File: src/rtl/sched_mbus.sv
// sched_mbus: p12 phase sequencer (fetch/exec/mem/writeback) and memory-bus controller.
// Bus phases stretch on mbus_ready wait states; a watchdog parks the core in ERR on a silent bus.
module sched_mbus #(
  parameter int WIDTH     = 32,
  parameter int ADDR_SIZE = 32,
  parameter int WAIT_MAX  = 15,
  parameter int CNT_W     = 8
) (
  input  logic                 clk,
  input  logic                 reset,
  input  logic [ADDR_SIZE-1:0] pc,
  input  logic [ADDR_SIZE-1:0] ldst_addr,
  input  logic [WIDTH-1:0]     st_data,
  input  logic                 mem_rd,
  input  logic                 mem_wr,
  input  logic                 mem_en,
  output logic [ADDR_SIZE-1:0] mbus_aout,
  output logic [WIDTH-1:0]     mbus_dout,
  input  logic [WIDTH-1:0]     mbus_din,
  output logic                 mbus_ren,
  output logic                 mbus_wen,
  input  logic                 mbus_ready,
  output logic [WIDTH-1:0]     ic,
  output logic [WIDTH-1:0]     mr_data,
  output logic                 phf,
  output logic                 phe,
  output logic                 phm,
  output logic                 phw,
  output logic [2:0]           clk_stat,
  output logic                 bus_err
);
  typedef enum logic [2:0] {
    FETCH = 3'd1,
    EXEC  = 3'd2,
    MEM   = 3'd3,
    WB    = 3'd4,
    ERR   = 3'd7
  } state_t;
  state_t           state_q, state_d;
  logic [WIDTH-1:0] ic_q, ic_d, mr_q, mr_d;
  logic [CNT_W-1:0] cnt_q, cnt_d, cnt_inc;
  logic [1:0]       op_q, op_d;
  logic             timeout;
  always_ff @(posedge clk or posedge reset) begin
    if (reset) begin
      state_q <= FETCH;
      ic_q    <= '0;
      mr_q    <= '0;
      cnt_q   <= '0;
      op_q    <= '0;
    end else begin
      state_q <= state_d;
      ic_q    <= ic_d;
      mr_q    <= mr_d;
      cnt_q   <= cnt_d;
      op_q    <= op_d;
    end
  end
  // Saturating wait counter; the timeout fires on the wait cycle that reaches WAIT_MAX.
  assign cnt_inc = &cnt_q ? cnt_q : cnt_q + 1'b1;
  assign timeout = (WAIT_MAX != 0) && (cnt_inc == CNT_W'(WAIT_MAX));
  always_comb begin
    state_d   = state_q;
    ic_d      = ic_q;
    mr_d      = mr_q;
    cnt_d     = cnt_q;
    op_d      = op_q;
    mbus_aout = pc;
    mbus_ren  = 1'b0;
    mbus_wen  = 1'b0;
    case (state_q)
      FETCH: begin
        mbus_ren = 1'b1;
        if (mbus_ready) begin
          ic_d    = mbus_din;
          cnt_d   = '0;
          state_d = EXEC;
        end else begin
          cnt_d   = cnt_inc;
          state_d = timeout ? ERR : FETCH;
        end
      end
      EXEC: begin
        op_d    = {mem_rd & mem_en, mem_wr & mem_en & ~mem_rd};
        state_d = (mem_en & (mem_rd | mem_wr)) ? MEM : WB;
      end
      MEM: begin
        mbus_aout = ldst_addr;
        mbus_ren  = op_q[1];
        mbus_wen  = op_q[0];
        if (mbus_ready) begin
          mr_d    = op_q[1] ? mbus_din : mr_q;
          cnt_d   = '0;
          state_d = WB;
        end else begin
          cnt_d   = cnt_inc;
          state_d = timeout ? ERR : MEM;
        end
      end
      WB:      state_d = FETCH;
      default: state_d = state_q;
    endcase
  end
  assign mbus_dout = st_data;
  assign ic        = ic_q;
  assign mr_data   = mr_q;
  assign phf       = state_q == FETCH;
  assign phe       = state_q == EXEC;
  assign phm       = state_q == MEM;
  assign phw       = state_q == WB;
  assign clk_stat  = state_q;
  assign bus_err   = state_q == ERR;
endmodule

File: config.mk
export PLATFORM = sky130hd
export DESIGN_NAME = sched_mbus
export DESIGN_NICKNAME = d
export VERILOG_FILES = /design/src/rtl/sched_mbus.sv
export SDC_FILE = /design/constraint.sdc
export NUM_CORES = 1
export LEC_CHECK = 0
export CAP_MARGIN = 15
export CORE_MARGIN = 8
export CORE_UTILIZATION = 38
export DETAILED_ROUTE_END_ITERATION = 12
export PLACE_DENSITY = 0.82
export SYNTH_ARGS = -nofsm -noshare
export SYNTH_HDL_FRONTEND = slang
export SYNTH_SLANG_ARGS = --single-unit
export TNS_END_PERCENT = 5
File: constraint.sdc
create_clock -name clk -period 5.75 [get_ports clk]
set_input_delay 0.8625 -clock clk [delete_from_list [all_inputs] [get_ports clk]]
set_output_delay 0.8625 -clock clk [all_outputs]
set_load 0.01 [all_outputs]
==> results.cfg <==
[detailed_routing]
first_pass_iters = 4
drt_iter0_markers = 102
final_antenna_net_count = 0
vias_per_cell = 4.945
drt-wirelength-per-cell_um = 21.21
finalWirelength_mm = 13.00
vias = 3031
drc = 0

[global_route]
overflow = 0
grt_first_pass_wirelength_mm = 18.79
grt_pass1_vias = 3332
grtUsageMet2 = 0.3412
grt_antenna_before_repair = 0
grt_max_degree = 78
grtUsageMet1 = 0.1695
use_met3 = 0.08774
busiest_layer = met2
gr-usage-all-layers = 0.1847

[logic_synthesis]
synth_top_area_frac = 0.4905
ys_seq_area_frac = 0.4973
ys_seq_elements = 77
synth_edf_count = 0
synth_top_flop_cell = dfrtp_1
syn_nets = 434
syn_area_um2 = 3877
yosys_warnings = 0
yosys.area.top_type = dfrtp_1
synth_area_leaders = dfrtp_1 (49%), mux2_2 (27%), buf_4 (6.6%), buf_6 (3.2%), a21oi_1 (1.3%)
yosysMostFrequentCell = mux2_2
async_flop_share = 1.000
yosys-top-cells-count = mux2_2 (92), dfrtp_1 (76), buf_4 (34)
syn_area_per_cell_um2 = 12.97
syn_inst = 299
synth.distinct_cells = 39

[die]
fp.dieW_um = 117.0
core_um2 = 10090
start_util = 0.3842
rows = 37
die_height_um = 117.0
die-area_um2 = 13690
ios = 272

[setup_path]
required_ns = 4.89
cp_max_fo = 34
max_stage_delay_ns = 0.64
cp.arrival_ns = 2.57
critPathKind = register to output pin
crit_chain = nand2_1 > nor2_2 > buf_4 > mux2_2 > clkdlybuf4s50_1
setup.worst_path.end_class = output pin
crit_path_start_kind = register
cp_slowest_cell = dfstp_2

[pwr]
p_comb_frac = 0.507
vdd_drop_max_mv = 0.2888
sw_frac_of_total = 0.3283
clkPwrFrac = 0.144
p_leak_nw = 2.404
power_mw = 2.730
internal_power_mw = 1.834
p_sw_uw = 896.3
seq_power_share = 0.349
p_per_area_nw_per_um2 = 459.3

[clock_tree]
cts_hold_buffers = 0
cts_resized = 0
htree_levels = 3
clk_path_buf_depth = 2
clock_sinks = 77
cts_tree = done
postCtsSetupBuffers = 0
clkTransAtPathRegs_ns = 0.07
root_buffer = clkbuf_8
insertion_delay_ns = 0.35
cts_buffers = 9

[layout]
finalNetCount = 608
instances_no_fill = 613
fill_cells = 868
drive_above_1_share = 0.2495
syn_to_final_growth_pct = 53.31
stdcell_area_um2 = 5944
antenna_cells = 0
utilization = 0.5890

[sta]
drv_slew = 0
finalHoldViolations = 0
setup_slack_ns = 2.315
rsz0062_at_grt = no
setup-violations-final = 0
fmax_mhz = 291.1
slew_headroom = 0.3583
fin_crit_sh = 0.5974
fin_crit_ns = 3.435
hold_ws_ns = 0.4937
skew_ns = 0.008207
setup_tns_ns = 0
tightest_slew_ns = 0.9626

[place]
placed_area_um2 = 5757
dp_cells = 598
place.port_buffers = 207
dp_hpwl_mm = 10.51
dpl_worst_slack_ns = 2.676
gp_congestion = 0.9029

[status]
status = completed

[worst_hold_path]
hp-class = register to register

[job]
cap_violations = 0
==> power by group through the flow <==
stage | registers, mW | logic (mW) | clock network (mW)
2_1_floorplan | 1.03 | 0.577 | 0
3_3_place_gp | 0.938 | 1.38 | 0
3_5_place_dp | 0.964 | 1.40 | 0
4_1_cts | 0.954 | 1.41 | 0.407
5_1_grt | 0.986 | 1.48 | 0.427
6_report | 0.952 | 1.38 | 0.394
==> kinds of logic (layout without fill, tap and decap cells) <==
kind of cell	count (synthesis)	count (layout)	synth area share
compound gates	31	31	0.04970
fa+ha+maj	1	1	0.003226
flops	77	77	0.4973
xor+xnor	1	1	0.002259
buf+inv	52	230	0.1052
simple gates	41	41	0.06357
mux	96	96	0.2788
==> layout by cell type (no fill, tap or decap), types with 2 or more instances in the layout <==
| cell type | instances |
|---|---|
| a21oi_1 | 10 |
| mux2_1 | 4 |
| nor3_1 | 2 |
| mux2_2 | 92 |
| clkinvlp_4 | 2 |
| buf_4 | 4 |
| a31oi_1 | 3 |
| nand2b_1 | 2 |
| o31a_1 | 2 |
| o22a_1 | 2 |
| inv_1 | 2 |
| dfrtp_1 | 76 |
| and3_1 | 5 |
| nand4_1 | 2 |
| clkdlybuf4s50_1 | 207 |
| nand3_1 | 3 |
| inv_2 | 2 |
| nand2_1 | 9 |
| o21ai_0 | 8 |
| nor2_1 | 8 |
| clkbuf_8 | 9 |
| o31ai_1 | 2 |
| clkinv_2 | 2 |
==> metal layers <==
metal / up-vias / routed length, um
li1: 1372 / -
met5: - / 0
met2: 181 / 6756
met3: 21 / 1727
met1: 1457 / 4136
met4: 0 / 384
==> layout make-up <==
class	count	area, um2	area share
timing repair buffer	211	2102	0.3536
clock buffer	9	123.9	0.02084
tap	136	170.2	0.02863
clock inverter	6	63.81	0.01073
multi-input combinational	170	1541	0.2593
sequential	77	1928	0.3244
inverter	4	15.01	0.002526
==> critical path, delay by kind of cell, from the launching register on <==
| family | cells | cell delay (ns) |
|---|---|---|
| flip-flops | 1 | 0.64 |
| multiplexers | 1 | 0.42 |
| buffers and inverters | 2 | 0.87 |
| AND/OR/NAND/NOR | 2 | 0.29 |
==> sequential cells by signal, summed over array words and instances, names as in the netlist <==
signal and flops:
clk_stat 3, cnt_q 8, ic 32, mr_data 32, op_q 2
==> final timing paths <==
kind | from | end | slack [ns] | depth (start not counted)
hold / removal | ic[17]$_DFFE_PP0P_ | ic[17]$_DFFE_PP0P_ | 0.49 | 1
hold reg to reg | ic[17]$_DFFE_PP0P_ | ic[17]$_DFFE_PP0P_ | 0.49 | 1
setup reg to reg | clk_stat[0]$_DFFE_PP1P_ | mr_data[6]$_DFFE_PP0P_ | 3.77 | 4
setup / recovery | clk_stat[0]$_DFFE_PP1P_ | mbus_aout[4] | 2.31 | 5
min in group asynchronous | reset | mr_data[2]$_DFFE_PP0P_ | 1.13 | 3
max in group asynchronous | reset | ic[11]$_DFFE_PP0P_ | 4.00 | 3
Power figures use the tool's default switching activity.
